### config.mk
export PLATFORM = sky130hd
export DESIGN_NAME = launch_scoreboard
export DESIGN_NICKNAME = d
export VERILOG_FILES = /design/src/rtl/launch_scoreboard.sv
export SDC_FILE = /design/constraint.sdc
export NUM_CORES = 1
export LEC_CHECK = 0
export CAP_MARGIN = 20
export CORE_UTILIZATION = 60
export DETAILED_ROUTE_END_ITERATION = 16
export HOLD_SLACK_MARGIN = 0.02
export PLACE_DENSITY = 0.8
export SYNTH_ARGS = -nofsm -noshare
export SYNTH_HDL_FRONTEND = slang
export SYNTH_SLANG_ARGS = --single-unit
### constraint.sdc
create_clock -name clk -period 10.1 [get_ports clk]
set_input_delay 3.03 -clock clk [delete_from_list [all_inputs] [get_ports clk]]
set_output_delay 3.03 -clock clk [all_outputs]
set_load 0.01 [all_outputs]
### src/rtl/launch_scoreboard.sv
// Register scoreboard for the dual-issue launch stage: per-register pending-write
// counters, RAW/WAW/pairing issue gating, and a sticky protocol-error flag.
module launch_scoreboard #(
    parameter int REG_NUM = 32,
    parameter int ADDR_W  = 5,
    parameter int CNT_W   = 2
) (
    input  logic              clk,
    input  logic              rst_n,
    input  logic              excep_flush_i,
    input  logic              line1_re1_i,
    input  logic              line1_re2_i,
    input  logic [ADDR_W-1:0] line1_raddr1_i,
    input  logic [ADDR_W-1:0] line1_raddr2_i,
    input  logic              line1_we_i,
    input  logic [ADDR_W-1:0] line1_waddr_i,
    input  logic              line1_issue_i,
    input  logic              line2_re1_i,
    input  logic              line2_re2_i,
    input  logic [ADDR_W-1:0] line2_raddr1_i,
    input  logic [ADDR_W-1:0] line2_raddr2_i,
    input  logic              line2_we_i,
    input  logic [ADDR_W-1:0] line2_waddr_i,
    input  logic              line2_issue_i,
    input  logic              wb1_valid_i,
    input  logic [ADDR_W-1:0] wb1_waddr_i,
    input  logic              wb2_valid_i,
    input  logic [ADDR_W-1:0] wb2_waddr_i,
    output logic              line1_ready_o,
    output logic              line2_ready_o,
    output logic              busy_o,
    output logic              err_o
);
    localparam int NW = CNT_W + 2;
    localparam logic [CNT_W-1:0] CNT_MAX = '1;

    logic [REG_NUM-1:0] pend_vec, sat_vec, near_vec, err_vec, nz_next;
    logic               busy_reg, err_reg;
    logic               line2_ok, proto_err;

    // Register 0 is never tracked: all of its status bits are tied low.
    assign pend_vec[0] = 1'b0;
    assign sat_vec[0]  = 1'b0;
    assign near_vec[0] = 1'b0;
    assign err_vec[0]  = 1'b0;
    assign nz_next[0]  = 1'b0;

    // line2 only counts as issued when paired with line1.
    assign line2_ok  = line2_issue_i & line1_issue_i;
    assign proto_err = line2_issue_i & ~line1_issue_i;

    genvar gi;
    generate
        for (gi = 1; gi < REG_NUM; gi++) begin : g_reg
            logic [CNT_W-1:0]     cnt_reg, cnt_next;
            logic signed [NW-1:0] net;
            logic                 inc1, inc2, dec1, dec2, ovf, unf;

            assign inc1 = line1_issue_i & line1_we_i & (line1_waddr_i == ADDR_W'(gi));
            assign inc2 = line2_ok & line2_we_i & (line2_waddr_i == ADDR_W'(gi));
            assign dec1 = wb1_valid_i & (wb1_waddr_i == ADDR_W'(gi));
            assign dec2 = wb2_valid_i & (wb2_waddr_i == ADDR_W'(gi));

            always_comb begin
                net = $signed({2'b00, cnt_reg}) + $signed(NW'(inc1)) + $signed(NW'(inc2))
                    - $signed(NW'(dec1)) - $signed(NW'(dec2));
                unf      = net[NW-1];
                ovf      = !unf && (net > $signed({2'b00, CNT_MAX}));
                cnt_next = net[CNT_W-1:0];
                if (unf) cnt_next = '0;
                if (ovf) cnt_next = CNT_MAX;
            end

            always_ff @(posedge clk or negedge rst_n) begin
                if (!rst_n)             cnt_reg <= '0;
                else if (excep_flush_i) cnt_reg <= '0;
                else                    cnt_reg <= cnt_next;
            end

            assign pend_vec[gi] = |cnt_reg;
            assign sat_vec[gi]  = (cnt_reg == CNT_MAX);
            // Set when two more writers would overflow the counter.
            assign near_vec[gi] = (cnt_reg >= CNT_MAX - 1'b1);
            assign err_vec[gi]  = ovf | unf;
            assign nz_next[gi]  = |cnt_next;
        end
    endgenerate

    always_comb begin
        line1_ready_o = !(line1_re1_i && pend_vec[line1_raddr1_i])
                     && !(line1_re2_i && pend_vec[line1_raddr2_i])
                     && !(line1_we_i  && sat_vec[line1_waddr_i]);
        line2_ready_o = line1_ready_o
                     && !(line2_re1_i && pend_vec[line2_raddr1_i])
                     && !(line2_re2_i && pend_vec[line2_raddr2_i])
                     && !(line2_we_i  && sat_vec[line2_waddr_i]);
        if (line1_we_i && line1_waddr_i != '0
            && ((line2_re1_i && line2_raddr1_i == line1_waddr_i)
             || (line2_re2_i && line2_raddr2_i == line1_waddr_i)))
            line2_ready_o = 1'b0;
        if (line1_we_i && line2_we_i && line1_waddr_i == line2_waddr_i
            && near_vec[line1_waddr_i])
            line2_ready_o = 1'b0;
    end

    always_ff @(posedge clk or negedge rst_n) begin
        if (!rst_n) begin
            busy_reg <= 1'b0;
            err_reg  <= 1'b0;
        end else if (excep_flush_i) begin
            busy_reg <= 1'b0;
        end else begin
            busy_reg <= |nz_next;
            err_reg  <= err_reg | proto_err | (|err_vec);
        end
    end

    assign busy_o = busy_reg;
    assign err_o  = err_reg;
endmodule

## Yosys cells after proc, flatten, opt, wreduce, memory -nomap -nowiden

Cells that the tools add are included.

| operators by class | value |
|---|---|
| add/subtract/negate cells | 124 |
| order comparisons | 68 |
| equality and inequality tests | 158 |
| multiplexer cells | 110 |
| bitwise operators | 162 |
| reductions and logical operators | 121 |

Operator list:

| operator | number |
|---|---|
| $eq A5 B5 Y1 const B | 64 |
| $sub A4 B2 Y4 | 62 |
| $mux W2 | 93 |
| $eq A5 B4 Y1 const B | 32 |
| $and A1 B1 Y1 | 128 |
| $add A3 B1 Y4 | 31 |
| $gt A4 B3 Y1 const B | 31 |
| $add A2 B1 Y3 | 31 |
| $eq A5 B3 Y1 const B | 16 |
| $eq A2 B2 Y1 const B | 31 |
| $ge A2 B2 Y1 const B | 31 |
| $reduce_or A2 Y1 | 31 |
| $reduce_or A62 Y1 | 1 |
| $logic_and A1 B1 Y1 | 49 |
| $eq A5 B2 Y1 const B | 8 |
| $logic_not A1 Y1 | 37 |
| $lt A5 B6 Y1 const B | 6 |
| $bmux W1 S5 | 7 |
| $or A1 B1 Y1 | 33 |
| $reduce_or A31 Y1 | 1 |
| $eq A5 B1 Y1 const B | 4 |
| $eq A5 B5 Y1 | 3 |
| $mux W1 | 10 |
| $reduce_bool A5 Y1 | 1 |
| other kinds (2) | 2 |

| storage, ports and cells | value |
|---|---|
| register bits | 64 |
| bits of input ports | 53 |
| output and inout port bits | 4 |
| word-level logic and storage cells | 776 |

## Depth between registers and ports, before layout

| logic depth | value |
|---|---|
| depth in word-level cells | 12 |
| gate-level depth with buffers | 18 |
| gate-level depth less buffers | 17 |

## Worst setup path after synthesis

OpenSTA, ideal clock, no wires.

| timing | value |
|---|---|
| path type | input-to-output |
| start point | in line1_raddr1_i[2] |
| end point | out line1_ready_o |
| arrival | 4.522 ns |
| required time | 7.070 ns |
| setup slack | 2.548 ns |
| stages on the path | 7 |
| path buffers | 1 |
| cell sequence | buf_2 mux4_2 mux4_2 nand2_1 o311ai_1 nand3_2 inv_1 |

| on the way | value |
|---|---|
| word-level cells in the longest chain between the ends | 6 |

RTL lines:

| item | RTL line | RTL |
|---|---|---|
| start: declaration | 13 | `input logic [ADDR_W-1:0] line1_raddr1_i,` |
| $bmux W1 S5 | 90 | `line1_ready_o = !(line1_re1_i && pend_vec[line1_raddr1_i])` |
| $mux W1 (implied by the code) | 90 |  |
| $logic_and A1 B1 Y1 | 90 |  |
| $logic_not A1 Y1 | 90 |  |
| $logic_and A1 B1 Y1 | 91 | `&& !(line1_re2_i && pend_vec[line1_raddr2_i])` |
| $logic_and A1 B1 Y1 | 92 | `&& !(line1_we_i && sat_vec[line1_waddr_i]);` |
| end: declaration | 29 | `output logic line1_ready_o,` |

Every way passes these cells. The select of a mux whose other input is x is not followed.

## Final worst setup path

| timing | value |
|---|---|
| start point | in line2_waddr_i[1] |
| end point | out line2_ready_o |

| on the way | value |
|---|---|
| word-level cells in the longest chain between the ends | 7 |
| elaborated cells on any way between the ends | 10 |
| those cells by class | eq/ne (1); mux (4); reduce/logical (5) |

RTL lines:

| item | RTL line | RTL |
|---|---|---|
| start: declaration | 23 | `input logic [ADDR_W-1:0] line2_waddr_i,` |
| $bmux W1 S5 | 96 | `&& !(line2_we_i && sat_vec[line2_waddr_i]);` |
| $mux W1 (implied by the code) | 96 |  |
| $logic_and A1 B1 Y1 | 96 |  |
| $logic_not A1 Y1 | 96 |  |
| $logic_and A1 B1 Y1 | 96 |  |
| $mux W1 | 97 | `if (line1_we_i && line1_waddr_i != '0` |
| $mux W1 * | 101 | `if (line1_we_i && line2_we_i && line1_waddr_i == line2_waddr_i` |
| end: declaration | 30 | `output logic line2_ready_o,` |

Mark *: on every way between the ends. The rest lies on a longest branch, timed or not. The select of a mux whose other input is x is not followed.

==> metrics.md <==
| Metric | Value |
|---|---|
| Status | finished clean |
| Top cells by area, synth | fa_1, dfrtp_1, ha_1, inv_1, mux4_2 |
| Synth Warn # | 0 |
| Switching Share | 33.46% |
| Post-Syn Instances | 1167 |
| Post-place setup slack | 952.0 ps |
| Count of cell types in the netlist | 60 |
| R2R setup slack | 7110 ps |
| Total nets after synthesis | 1437 |
| Antenna-violating nets left | 0 |
| Slew margin rel. | 37.18% |
| GR Util met2 | 66.55% |
| FILL cells | 1371 |
| Largest net degree at the start of global routing | 65 |
| Worst hold start | err_o |
| GR Layer Usage met3 | 10.25% |
| Largest family of logic cells by synthesized area | adder cells |
| Worst Setup Path Type | input port to output pin |
| Tcrit/Tclk final | 91.27% |
| Worst skew pair latency | 360 ps |
| Worst r2r dst | err_o |
| Fmax | 108.5 MHz |
| Vias per std cell | 6.171 |
| Adder-Cell Fraction of Synth Area | 34.53% |
| WHS Endpoint | err_o |
| Sequential cell area | 0.001602 mm² |
| Core footprint | 0.01600 mm² |
| Leak | 4.924 nW |
| Clock tree buffer depth | 2 |
| Ports | 57 |
| Power Density | 74.38 mW/mm² |
| Gate power share | 24.2% |
| RR Startpoint | g_reg[5].cnt_reg[1] |
| Placed cells | 1396 |
| Clock slew at reported path FFs | 60 ps |
| CTS tree | done |
| DR WL/cell | 24.59 µm |
| Post-synthesis compound-gate area fraction | 7.291% |
| Post-layout net count | 1461 |
| Data arrival, critical path | 6190 ps |
| Max reg flops | 62 |
| Hold path depth | 1 |
| Worst hold path type | register to register |
| Tot Pwr | 801.9 µW |
| GP Congestion | 1.040 |
| Area Growth Syn to Fin | 9.076% |
| First-pass DRT Iterations | 6 |
| Dominant cell type by area after synthesis | fa_1 |
| Final instance area | 0.01078 mm² |
| Resized cells post-CTS | 0 |
| Max_cap viols | 0 |
| Layout cell share with drive strength beyond 1 | 5.769% |
| Post-synthesis sequential area ratio | 16.20% |
| Yosys reg bits | 64 |
| Synth Cell Area | 0.009884 mm² |
| Tmin final | 9218 ps |
| Gr busiest metal | met2 |
| Worst setup margin | 881.7 ps |
| Routed vias | 8719 |
| Final Hold Vio Count | 0 |
| Die area | 0.01699 mm² |
| Rows | 46 |
| Async S/R FF share, synth | 100.0% |
| Root buf cell | clkbuf_16 |
| Final Max Slew Viols | 0 |
| Synth top area share | 18.84% |
| TritonCTS Buffers | 9 |
| First-pass GRT wire length | 51420 µm |
| Crit path required time | 7070 ps |
| Die W | 130.4 µm |
| Footprint of the multi-input gates | 0.007177 mm² |
| Worst r2r path cells | 9 |
| CP Capture Type | output pin |
| Overall routing resource usage | 43.65% |
| Maximum vdd ir drop | 0.00007279 V |
| Worst slew pin tran | 942.3 ps |
| Final core occ | 67.38% |
| Starting Density | 61.78% |
| Top_reg_cell synth | dfrtp_1 |
| Most frequent cell after synthesis | inv_1 |
| Number of standard cells in the final layout excluding fillers | 1413 |
| HPWL Detailed | 28250 µm |
| Clock Power Share | 41.8% |
| Top cells by count, synth | inv_1, nor2_1, ha_1 |
| Unrepaired setup endpoints after global routing | no |
| Synth Area in Simple Gates | 19.78% |
| Met1 GRT Util | 56.15% |
| Crit-path max FO | 15 |
| Post-synth EDFFs | 0 |
| Syn avg cell area | 8.470 µm² |
| Vias in the first global route | 8444 |
| # DRC | 0 |
| Initial DRC Count | 1097 |
| Fin Clk Skew | 11.61 ps |
| Crit start category | input port |
| Setup_tns | 0 ps |
| Final WL | 34740 µm |
| Int Pwr | 533.6 µW |
| Placed instance area | 0.01047 mm² |
| GR Overflow Total | 0 |
| P_sw | 268.3 µW |
| Post-CTS Setup Inserts | 0 |
| Final setup viols | 0 |
| I/O Buffers | 56 |
| Post-Synth XOR/XNOR Area | 1.329% |
| Antenna violations before repair | 1 |
| Portion of netlist area occupied by mux cells | 9.671% |
| CTS sink cnt | 64 |
| H-tree depth | 3 |
| Sequential power share | 34.0% |
| Worst hold margin | 465.0 ps |
| Die height | 130.4 µm |
| Hold-fix buffers at CTS | 0 |
==> worst max-delay path by stage <==
stage | startpoint | end | slack (ps) | depth (start not counted)
2_1_floorplan | line1_raddr1_i[2] | line1_ready_o | 2550 | 7
3_3_place_gp | line2_waddr_i[1] | line2_ready_o | 1010 | 10
3_5_place_dp | line2_waddr_i[1] | line2_ready_o | 950 | 10
4_1_cts | line2_waddr_i[1] | line2_ready_o | 950 | 10
5_1_grt | line2_waddr_i[1] | line2_ready_o | 720 | 10
6_report | line2_waddr_i[1] | line2_ready_o | 880 | 10
==> worst max-delay path, stage by stage <==
cell and delay, ps:
clkdlybuf4s50_1 610, buf_4 260, nand2b_1 410, o22ai_1 130, o311ai_1 300, a21oi_1 70
a311oi_1 360, o22ai_1 170, nor4_2 270, clkdlybuf4s50_1 580
==> area by class of cell <==
class / count / share of cell area [%]
antenna: 1 / 0.02321
clock buffer: 10 / 2.217
clock inverter: 6 / 0.6267
tap: 216 / 2.507
multi-input combinational: 831 / 66.57
timing repair buffer: 61 / 5.408
sequential: 64 / 14.85
inverter: 224 / 7.799
==> power groups by stage <==
stage	Sequential (mW)	Clock (mW)	Combinational [mW]
2_1_floorplan	0.272	0	0.114
5_1_grt	0.273	0.347	0.208
4_1_cts	0.272	0.334	0.190
3_3_place_gp	0.276	0	0.186
3_5_place_dp	0.276	0	0.188
6_report	0.272	0.336	0.194
==> logic make-up after synthesis <==
logic type,after synthesis
AND/OR/NAND/NOR,430
buffers and inverters,272
multiplexers,50
flip-flops,64
XOR/XNOR,15
adder cells (fa/ha/maj),217
AO/OA/AOI/OAI,119
==> cells in the final DEF (no fill, tap or decap), drive strengths merged, types with 3 or more instances in the layout <==
| cell type | count |
|---|---|
| o311ai | 3 |
| a21oi | 52 |
| o211ai | 7 |
| nand3 | 31 |
| mux4 | 35 |
| nor2b | 15 |
| buf | 8 |
| nand2b | 11 |
| and2 | 4 |
| fa | 93 |
| clkdlybuf4s50 | 53 |
| nor3b | 9 |
| a211oi | 7 |
| nand2 | 119 |
| mux2i | 13 |
| dfrtp | 64 |
| nor3 | 24 |
| xnor2 | 3 |
| ha | 124 |
| a31oi | 3 |
| o2111ai | 5 |
| clkinv | 3 |
| nor2 | 170 |
| inv | 224 |
| nand4 | 20 |
| or2 | 4 |
| nor4 | 13 |
| xor2 | 12 |
| o21ai | 27 |
| clkbuf | 10 |
| o22ai | 3 |
==> layer usage <==
layer / wire length, µm / vias up
li1: - / 3782
met2: 15390 / 597
met1: 13080 / 4190
met4: 2444 / 0
met3: 3832 / 150
met5: 0 / -
Note: power is estimated with default switching activity, not from simulation.
